--- src/rtl/alu_pkg.sv ---
// Shared types for the sequential ALU: opcodes, FSM states and the flag bundle.
package alu_pkg;

  typedef enum logic [3:0] {
    OP_ADD     = 4'd0,
    OP_SUB     = 4'd1,
    OP_MUL     = 4'd2,
    OP_DIV     = 4'd3,
    OP_AND     = 4'd4,
    OP_OR      = 4'd5,
    OP_XOR     = 4'd6,
    OP_NOT     = 4'd7,
    OP_SHR     = 4'd8,
    OP_SHL     = 4'd9,
    OP_EQ      = 4'd10,
    OP_GT      = 4'd11,
    OP_LT      = 4'd12,
    OP_NE      = 4'd13,
    OP_BIT_SET = 4'd14,
    OP_BIT_CLR = 4'd15
  } op_t;

  typedef enum logic [1:0] {
    IDLE = 2'd0,
    BUSY = 2'd1,
    DONE = 2'd2
  } state_t;

  typedef struct packed {
    logic carry;
    logic negative;
    logic overflow;
    logic zero;
    logic div_zero;
  } flags_t;

endpackage

--- src/rtl/seq_muldiv.sv ---
// Iterative unsigned multiply (shift-add) / divide (restoring), one step per cycle.
// done pulses in the last step; result/overflow/div_zero are valid alongside it.
module seq_muldiv
  import alu_pkg::*;
#(
  parameter int WIDTH = 8
) (
  input  logic             clk,
  input  logic             rst,
  input  logic             start,
  input  logic [3:0]       op,
  input  logic [WIDTH-1:0] a,
  input  logic [WIDTH-1:0] b,
  output logic             done,
  output logic [WIDTH-1:0] result,
  output logic             overflow,
  output logic             div_zero
);

  localparam int CW = $clog2(WIDTH);

  logic             busy;
  logic             is_div;
  logic [CW-1:0]    count;
  logic [WIDTH-1:0] acc;
  logic [WIDTH-1:0] mq;
  logic [WIDTH-1:0] operand;
  logic [WIDTH-1:0] acc_next;
  logic [WIDTH-1:0] mq_next;
  logic [WIDTH:0]   mul_sum;
  logic [WIDTH:0]   div_shift;
  logic [WIDTH:0]   div_diff;
  logic             div_take;

  // acc holds the running high product (MUL) or the partial remainder (DIV);
  // mq shifts out multiplier bits / shifts in quotient bits.
  always_comb begin
    mul_sum   = {1'b0, acc} + (mq[0] ? {1'b0, operand} : '0);
    div_shift = {acc, mq[WIDTH-1]};
    div_diff  = div_shift - {1'b0, operand};
    div_take  = ~div_diff[WIDTH] | (operand == '0);
    if (is_div) begin
      acc_next = div_take ? div_diff[WIDTH-1:0] : div_shift[WIDTH-1:0];
      mq_next  = {mq[WIDTH-2:0], div_take};
    end else begin
      acc_next = mul_sum[WIDTH:1];
      mq_next  = {mul_sum[0], mq[WIDTH-1:1]};
    end
  end

  always_ff @(posedge clk) begin
    if (rst) begin
      busy    <= 1'b0;
      is_div  <= 1'b0;
      count   <= '0;
      acc     <= '0;
      mq      <= '0;
      operand <= '0;
    end else if (start) begin
      busy    <= 1'b1;
      is_div  <= (op == OP_DIV);
      count   <= '0;
      acc     <= '0;
      mq      <= a;
      operand <= b;
    end else if (busy) begin
      acc   <= acc_next;
      mq    <= mq_next;
      count <= count + CW'(1);
      if (done) begin
        busy <= 1'b0;
      end
    end
  end

  assign done     = busy && (count == CW'(WIDTH - 1));
  assign result   = mq_next;
  assign overflow = ~is_div && (acc_next != '0);
  assign div_zero = is_div && (operand == '0);

endmodule

--- src/rtl/seq_alu.sv ---
// Sequential ALU with valid/ready handshake and registered result/flags.
// Define SEQ_ALU_MULDIV_EN to build the iterative MUL/DIV datapath; otherwise MUL/DIV
// finish in one cycle with result=0 and overflow=1.
module seq_alu
  import alu_pkg::*;
#(
  parameter int WIDTH = 8
) (
  input  logic             clk,
  input  logic             rst,
  input  logic             in_valid,
  output logic             in_ready,
  input  logic [WIDTH-1:0] a,
  input  logic [WIDTH-1:0] b,
  input  logic [3:0]       op,
  output logic             out_valid,
  input  logic             out_ready,
  output logic [WIDTH-1:0] result,
  output logic             carry,
  output logic             negative,
  output logic             overflow,
  output logic             zero,
  output logic             div_zero
);

  localparam int KW = $clog2(WIDTH);

  state_t           state;
  state_t           state_next;
  op_t              op_e;
  flags_t           flags;
  flags_t           alu_flags;
  flags_t           md_flags;
  logic [WIDTH-1:0] alu_result;
  logic [WIDTH-1:0] md_result;
  logic             md_done;
  logic             accept;
  logic             op_is_muldiv;
  logic [WIDTH:0]   add_full;
  logic [WIDTH:0]   sub_full;
  logic [KW-1:0]    shift_k;
  logic [KW-1:0]    shr_idx;
  logic [KW-1:0]    shl_idx;
  logic [WIDTH-1:0] bit_mask;

`ifdef SEQ_ALU_MULDIV_EN
  localparam bit MULDIV_EN = 1'b1;
  logic md_overflow;
  logic md_div_zero;

  seq_muldiv #(
    .WIDTH(WIDTH)
  ) u_muldiv (
    .clk      (clk),
    .rst      (rst),
    .start    (accept && op_is_muldiv),
    .op       (op),
    .a        (a),
    .b        (b),
    .done     (md_done),
    .result   (md_result),
    .overflow (md_overflow),
    .div_zero (md_div_zero)
  );

  assign md_flags = '{carry: 1'b0, negative: md_result[WIDTH-1], overflow: md_overflow,
                      zero: (md_result == '0), div_zero: md_div_zero};
`else
  localparam bit MULDIV_EN = 1'b0;
  assign md_done   = 1'b0;
  assign md_result = '0;
  assign md_flags  = '0;
`endif

  assign op_e         = op_t'(op);
  assign op_is_muldiv = MULDIV_EN && ((op_e == OP_MUL) || (op_e == OP_DIV));

  // Single-cycle datapath works straight off the inputs in the accept cycle.
  assign add_full = {1'b0, a} + {1'b0, b};
  assign sub_full = {1'b0, a} - {1'b0, b};
  assign shift_k  = b[KW-1:0];
  assign shr_idx  = shift_k - KW'(1);
  assign shl_idx  = KW'(0) - shift_k;

  for (genvar gi = 0; gi < WIDTH; gi++) begin : g_mask
    assign bit_mask[gi] = (shift_k == KW'(gi));
  end

  always_comb begin
    alu_result = '0;
    alu_flags  = '0;
    case (op_e)
      OP_ADD: begin
        alu_result         = add_full[WIDTH-1:0];
        alu_flags.carry    = add_full[WIDTH];
        alu_flags.overflow = (a[WIDTH-1] == b[WIDTH-1]) && (add_full[WIDTH-1] != a[WIDTH-1]);
      end
      OP_SUB: begin
        alu_result         = sub_full[WIDTH-1:0];
        alu_flags.carry    = sub_full[WIDTH];
        alu_flags.overflow = (a[WIDTH-1] != b[WIDTH-1]) && (sub_full[WIDTH-1] != a[WIDTH-1]);
      end
      OP_MUL, OP_DIV: alu_flags.overflow = 1'b1;
      OP_AND: alu_result = a & b;
      OP_OR:  alu_result = a | b;
      OP_XOR: alu_result = a ^ b;
      OP_NOT: alu_result = ~a;
      OP_SHR: begin
        alu_result      = a >> shift_k;
        alu_flags.carry = (shift_k != '0) && a[shr_idx];
      end
      OP_SHL: begin
        alu_result      = a << shift_k;
        alu_flags.carry = (shift_k != '0) && a[shl_idx];
      end
      OP_EQ:      alu_result = {{(WIDTH-1){1'b0}}, (a == b)};
      OP_GT:      alu_result = {{(WIDTH-1){1'b0}}, (a > b)};
      OP_LT:      alu_result = {{(WIDTH-1){1'b0}}, (a < b)};
      OP_NE:      alu_result = {{(WIDTH-1){1'b0}}, (a != b)};
      OP_BIT_SET: alu_result = a | bit_mask;
      OP_BIT_CLR: alu_result = a & ~bit_mask;
    endcase
    alu_flags.negative = alu_result[WIDTH-1];
    alu_flags.zero     = (alu_result == '0);
  end

  always_ff @(posedge clk) begin
    if (rst) begin
      state <= IDLE;
    end else begin
      state <= state_next;
    end
  end

  // in_ready is masked by rst so nothing is accepted while reset is held.
  always_comb begin
    state_next = state;
    in_ready   = 1'b0;
    out_valid  = 1'b0;
    accept     = 1'b0;
    case (state)
      IDLE: begin
        in_ready = ~rst;
        accept   = ~rst & in_valid;
        if (accept) begin
          state_next = op_is_muldiv ? BUSY : DONE;
        end
      end
      BUSY: begin
        if (md_done) begin
          state_next = DONE;
        end
      end
      DONE: begin
        out_valid = 1'b1;
        if (out_ready) begin
          state_next = IDLE;
        end
      end
      default: state_next = IDLE;
    endcase
  end

  always_ff @(posedge clk) begin
    if (rst) begin
      result <= '0;
      flags  <= '0;
    end else if (accept && !op_is_muldiv) begin
      result <= alu_result;
      flags  <= alu_flags;
    end else if (md_done) begin
      result <= md_result;
      flags  <= md_flags;
    end
  end

  assign carry    = flags.carry;
  assign negative = flags.negative;
  assign overflow = flags.overflow;
  assign zero     = flags.zero;
  assign div_zero = flags.div_zero;

endmodule

--- config.mk ---
export PLATFORM = sky130hd
export DESIGN_NAME = seq_alu
export DESIGN_NICKNAME = d
export VERILOG_FILES = /design/src/rtl/alu_pkg.sv /design/src/rtl/seq_muldiv.sv /design/src/rtl/seq_alu.sv
export SDC_FILE = /design/constraint.sdc
export NUM_CORES = 1
export LEC_CHECK = 0
export ABC_AREA = 1
export CORE_MARGIN = 10
export CORE_UTILIZATION = 45
export CTS_CLUSTER_SIZE = 8
export DETAILED_ROUTE_END_ITERATION = 10
export HOLD_SLACK_MARGIN = 0.02
export PLACE_DENSITY = 0.77
export SYNTH_ARGS = -nofsm -noshare
export SYNTH_HDL_FRONTEND = slang
export SYNTH_SLANG_ARGS = --single-unit
--- constraint.sdc ---
create_clock -name clk -period 4 [get_ports clk]
set_clock_uncertainty 0.2 [all_clocks]
set_input_delay 0.8 -clock clk [delete_from_list [all_inputs] [get_ports clk]]
set_output_delay 0.8 -clock clk [all_outputs]
set_load 0.01 [all_outputs]
==> results of run 1 <==
cell type report:
class	instances	share of cell area [%]
clock buffers	4	1.707
inverters	61	7.099
well taps	75	2.909
flip-flops and latches	12	7.448
multi-input cells	430	66.56
repair buffers	49	14.27
per-stage QoR:
step | worst slack (ns) | instance area, um^2 | utilization, %
floorplan | 1.246 | 2705 | -
global placement | 0.4876 | 3171 | 53.87
detailed placement | 0.4755 | 3171 | 53.87
CTS | 0.6916 | 3226 | 54.80
global route | 0.4235 | 3226 | 54.80
finish | 0.6751 | 3226 | 54.80
critical path: cells and delay by family:
kind / cells / cell delay (ns)
compound gates: 1 / 0.10
fa+ha+maj: 2 / 0.71
buf+inv: 3 / 0.81
simple gates: 11 / 0.87
how the worst min path moves through the flow:
stage | startpoint | to | depth (start not counted)
after floorplan | result[0] | result[0] | 2
after global placement | result[5] | result[5] | 2
after detailed placement | result[5] | result[5] | 2
after CTS | zero | zero | 2
after global routing | zero | zero | 2
final | state[1] | state[1] | 2
synthesized netlist by cell type:
master    instances
a41oi_1           1
nor2_1           70
inv_2             4
buf_4             4
o22ai_1           4
conb_1            1
o21ai_0          28
or2_1             1
ha_1             23
xnor2_1           1
buf_2             8
clkinv_1          2
a31o_2            1
and2_1            1
fa_1              2
buf_6             1
or2_2             1
nand2_2           3
xor2_1            1
nand3_1          65
a21oi_2           1
o211ai_1          4
dfxtp_1          12
a21oi_1          21
clkbuf_1          2
a31oi_1           3
nor2_4            2
nand2_1         170
inv_1            55
nand4_1          10
nand3b_1          5
nor3_1            4
o21bai_1          1
nor2_2            5
o31ai_1           1
sequential cells by signal, summed over array words and instances (netlist names):
name	flops
carry	1
overflow	1
result	8
state	1
zero	1
power groups by stage:
stage | combinational, mW | clock [mW] | sequential [mW]
CTS | 0.339 | 0.133 | 0.135
global placement | 0.337 | 0 | 0.137
floorplan | 0.209 | 0 | 0.142
detailed placement | 0.337 | 0 | 0.137
global route | 0.382 | 0.141 | 0.136
finish | 0.346 | 0.133 | 0.135
logic make-up (layout without fill, tap and decap cells):
family                   Yosys count  in the layout  share of synthesized area [%]
flip-flops                        12             12                          8.881
adder cells (fa/ha/maj)           25             25                          12.12
AO/OA/AOI/OAI                     65             65                          13.32
AND/OR/NAND/NOR                  337            337                          53.15
other                              1              1                         0.1386
buffers and inverters             76            114                          11.75
XOR/XNOR                           2              2                         0.6477
metal layers:
layer	part of all wire (%)	GRT usage, %	wire length, um	up-vias
li1	-	-	-	1749
met1	43	23.97	4225	1548
met2	45	32.96	4516	183
met3	8.4	3.485	834	30
met4	3.5	8.277	352	0
met5	0	0	0	-
==> flow_summary.yaml, run 1 <==
clock_network:
  clk_pin_slew_ns: 0.05
  cts_max_level: 1
  clk_latency_ns: 0.24
  ctsResizeCount: 0
  cts_buffer_depth: 2
  cts-root-buf: "clkbuf_8"
  cts_tree: "done"
  cts_hold_buffers: 0
  numCtsBuffers: 3
  cts_sinks: 12
  post-cts-setup-buffers: 0
logic_synthesis:
  syn_nets: 567
  synth_area_leaders: "nand2_1 24%, nand3_1 12%, ha_1 11%, nor2_1 9.7%, dfxtp_1 8.9%"
  netlist_instances: 518
  synth_cell_types: 35
  syn_avg_cell_area_um2: 5.222
  post-synth-top-area-cell: "nand2_1"
  synth_top_area_share_pct: 23.59
  ys_ff_latch: 12
  synth_area_um2: 2705
  ys_seq_area_share_pct: 8.881
  ys_warn_count: 0
setup_path:
  crit_chain: "clkdlybuf4s50_1 -> inv_1 -> ha_1 -> fa_1 -> inv_1 -> nand2_1 -> nand2_1 -> nand2_1 -> nand3_1 -> nand2_1 -> nor2_1 -> nand2_1 -> nor2_1 -> nand2_1 -> nor2_1 -> nand2_1 -> a21oi_2"
  r2r-end: "result[4]"
  criticalPathCategory: "primary input to flop"
  worstRegToRegCells: 5
  critical-path-max-stage-delay_ns: 0.62
  worstReg2RegStart: "state[1]"
  end_kind: "flop"
  startpoint_type: "primary input"
  rrSetupSlack_ns: 2.31
  cp-endpoint: "zero"
  crit_required_ns: 3.98
  crit_top_cell: "nand2_1"
  startpoint: "a[0]"
  crit_slowest_cell: "clkdlybuf4s50_1"
  arrival_ns: 3.30
  path_max_fanout: 6
power_and_ir_drop:
  power_frac_comb_pct: 56.4
  switching_share_pct: 43.38
  p_per_area_nw_per_um2: 190.1
  switchingPower_mw: 0.2660
  internal_power_mw: 0.3472
  p_clk_share_pct: 21.6
  pwr-share-seq_pct: 22.0
  p_leak_nw: 1.654
  total_power_mw: 0.6131
  ir_worst_vdd_uv: 150.1
placed_design:
  io_buffers: 37
  place_inst: 627
  place_hpwl_um: 8181
  gp_congestion: 1.042
final_layout:
  layout_commonest_cell: "nand2_1"
  nNetsFinal: 606
  multiInputGateArea_um2: 2147
  nFillCells: 641
  diodes: 0
  drive_gt1_share_pct: 5.935
  final_cells: 631
  synthToLayoutAreaGrowth_pct: 19.24
  mostFrequentLayoutCells: "170 x nand2_1, 70 x nor2_1, 65 x nand3_1"
  regArea_um2: 240.2
timing:
  tightest_slew_ns: 0.5325
  fin_crit_ns: 3.325
  drv_slew: 0
  slew_headroom_pct: 64.46
  fin_hold_ws_ns: 0.2853
  fmax_mhz: 300.8
  finalSetupViolations: 0
  setup_tns_ns: 0
  rsz0062_at_grt: "false"
  period_share_pct: 83.12
  hold_viol: 0
run_status:
  status: "finished, final reports clean"
grt:
  grt_max_degree: 22
  grt_overflow: 0
  grtUsageTotal_pct: 19.69
  grt_pass1_vias: 3318
  grt_pass1_wl_um: 16030
  antenna_found_initial: 0
drt:
  vias: 3510
  drtAntennaViolNets: 0
  finalWirelength_um: 9929
  drc: 0
  wire_per_inst_um: 15.74
  drtIter0Drc: 258
  drt_first_pass_iters: 5
  avgViaCountPerCell: 5.563
min_path:
  holdCritPathClass: "flop to flop"
floorplanning:
  ios: 39
  row_count: 28
  die-width_um: 97.53
  die_y_um: 97.53
  core_area_um2: 5886
  dieArea_um2: 9512
  initial_core_util_pct: 45.96
job:
  maxCapViolations: 0
(Power assumes the default switching activity.)
==> inputs of run 2 (changes only) <==
--- a/config.mk
+++ b/config.mk
@@ -11,7 +11,7 @@
 export CTS_CLUSTER_SIZE = 8
 export DETAILED_ROUTE_END_ITERATION = 10
 export HOLD_SLACK_MARGIN = 0.02
-export PLACE_DENSITY = 0.77
+export PLACE_DENSITY = 0.8
 export SYNTH_ARGS = -nofsm -noshare
 export SYNTH_HDL_FRONTEND = slang
 export SYNTH_SLANG_ARGS = --single-unit
==> constraint.sdc (replaced) <==
create_clock -name clk -period 2.8 [get_ports clk]
set_clock_uncertainty 0.2 [all_clocks]
set_input_delay 0.56 -clock clk [delete_from_list [all_inputs] [get_ports clk]]
set_output_delay 0.56 -clock clk [all_outputs]
set_load 0.01 [all_outputs]
==> flow_summary.yaml, run 2 (synthesized netlist as in run 1, its figures left out) <==
setup_path:
  arrival_ns: 2.68
  criticalPathCategory: "primary input to flop"
  crit_slowest_cell: "clkdlybuf4s50_1"
  critical-path-max-stage-delay_ns: 0.56
  path_max_fanout: 6
  r2r-end: "zero"
  crit_chain: "clkdlybuf4s50_1 -> buf_4 -> ha_1 -> inv_1 -> o21bai_2 -> a21oi_4 -> nand2_2 -> nand2_1 -> nand3_1 -> nand2_1 -> nor2_2 -> nand2_1 -> nor2_1 -> nand2_1 -> a21oi_2"
  end_kind: "flop"
  rrSetupSlack_ns: 1.30
  startpoint_type: "primary input"
  crit_required_ns: 2.78
  crit_top_cell: "nand2_1"
  worstReg2RegStart: "state[1]"
  cp-endpoint: "zero"
  worstRegToRegCells: 8
  startpoint: "a[3]"
drt:
  drc: 0
  finalWirelength_um: 11250
  drtIter0Drc: 434
  wire_per_inst_um: 16.01
  vias: 3943
  drtAntennaViolNets: 0
  avgViaCountPerCell: 5.609
  drt_first_pass_iters: 5
clock_network:
  cts_sinks: 12
  cts_max_level: 1
  numCtsBuffers: 3
  clk_latency_ns: 0.24
  clk_pin_slew_ns: 0.05
  cts-root-buf: "clkbuf_8"
  cts_tree: "done"
  cts_buffer_depth: 2
  cts_hold_buffers: 0
min_path:
  hp-start: "result[0]"
  holdCritPathClass: "flop to flop"
grt:
  antenna_found_initial: 0
  grt_pass1_vias: 3743
  grtUsageTotal_pct: 21.55
  grt_overflow: 0
  grt_max_degree: 18
  grt_pass1_wl_um: 17570
power_and_ir_drop:
  p_leak_nw: 2.090
  p_per_area_nw_per_um2: 261.5
  ir_worst_vdd_uv: 310.7
  total_power_mw: 1.035
final_layout:
  final_cells: 703
  mostFrequentLayoutCells: "166 x nand2_1, 82 x buf_4, 63 x nand3_1"
  layout_commonest_cell: "nand2_1"
  regArea_um2: 240.2
  synthToLayoutAreaGrowth_pct: 46.35
  nFillCells: 537
  diodes: 0
  design_area_um2: 3959
  multiInputGateArea_um2: 2316
  largest_register: "result"
  nNetsFinal: 678
  largest_register_ffs: 8
  drive_gt1_share_pct: 22.61
  post-route-util_pct: 67.26
timing:
  rsz0062_at_grt: "true"
  drv_slew: 0
  period_share_pct: 96.52
  finalSetupViolations: 0
  hold_viol: 0
  fmax_mhz: 370.0
  fin_hold_ws_ns: 0.2723
  fin_crit_ns: 2.703
run_status:
  status: "finished, final reports clean"
job:
  maxCapViolations: 0
floorplanning:
  ios: 39
  initial_core_util_pct: 45.96
  die_y_um: 97.53
  row_count: 28
  core_area_um2: 5886
  die-width_um: 97.53
  dieArea_um2: 9512
placed_design:
  gp_congestion: 1.010
  io_buffers: 37
  place_hpwl_um: 9048
  place_area_um2: 3704
  place_inst: 698
run 2: final cells by class:
type / instances / share of cell area [%]
Clock buffer: 4 / 1.391
Multi-Input combinational cell: 430 / 58.50
Inverter: 61 / 5.784
Tap cell: 75 / 2.370
Sequential cell: 12 / 6.068
Timing Repair Buffer: 121 / 25.88
run 2: repair_timing:
action,4_1_cts,5_1_grt
setup endpoints to repair,1,6
buffers inserted,0,1
resized for setup,7,52
pin swaps,1,8
run 2: worst min path at each step:
stage,endpoint,slack (ns),cells after the start
after floorplan,result[0],0.29,2
after global placement,result[0],0.26,2
after detailed placement,result[0],0.26,2
after CTS,result[0],0.27,2
after global routing,result[0],0.31,2
final,result[0],0.27,2
run 2: power by group:
| group | switching [mW] | internal [mW] | total (mW) |
|---|---|---|---|
| registers | 0.00830 | 0.185 | 0.194 |
| logic | 0.363 | 0.289 | 0.651 |
| clock network | 0.0659 | 0.124 | 0.190 |
| total | 0.437 | 0.598 | 1.04 |
run 2: metrics by stage:
step | setup slack [ns] | setup TNS, ns
floorplan | 0.2858 | 0
global placement | -0.4443 | -1.559
detailed placement | -0.4476 | -1.860
CTS | 0.03779 | 0
global route | -0.03508 | -0.03508
finish | 0.09744 | 0
run 2: layer usage:
metal  routed length, um  track usage, %  up-vias
met1                4424           25.49     1781
met5                   0               0        -
li1                    -               -     1892
met4                 474           9.172        0
met3                 901           2.703       46
met2                5452           37.76      224
run 2: worst max-delay path, delay by kind of cell:
kind	cells	cell delay, ns
buffers and inverters	3	0.83
and+or+nand+nor	8	0.69
AOI/OAI and AO/OA	3	0.40
adders and majority gates	1	0.20
==> inputs of run 3 (changes only) <==
--- a/config.mk
+++ b/config.mk
@@ -8,7 +8,7 @@
 export ABC_AREA = 1
 export CORE_MARGIN = 10
 export CORE_UTILIZATION = 45
-export CTS_CLUSTER_SIZE = 8
+export CTS_CLUSTER_SIZE = 10
 export DETAILED_ROUTE_END_ITERATION = 10
 export HOLD_SLACK_MARGIN = 0.02
 export PLACE_DENSITY = 0.8
==> results of run 3 <==
Same layout as run 2: the final DEF is identical, and so are final timing and power.
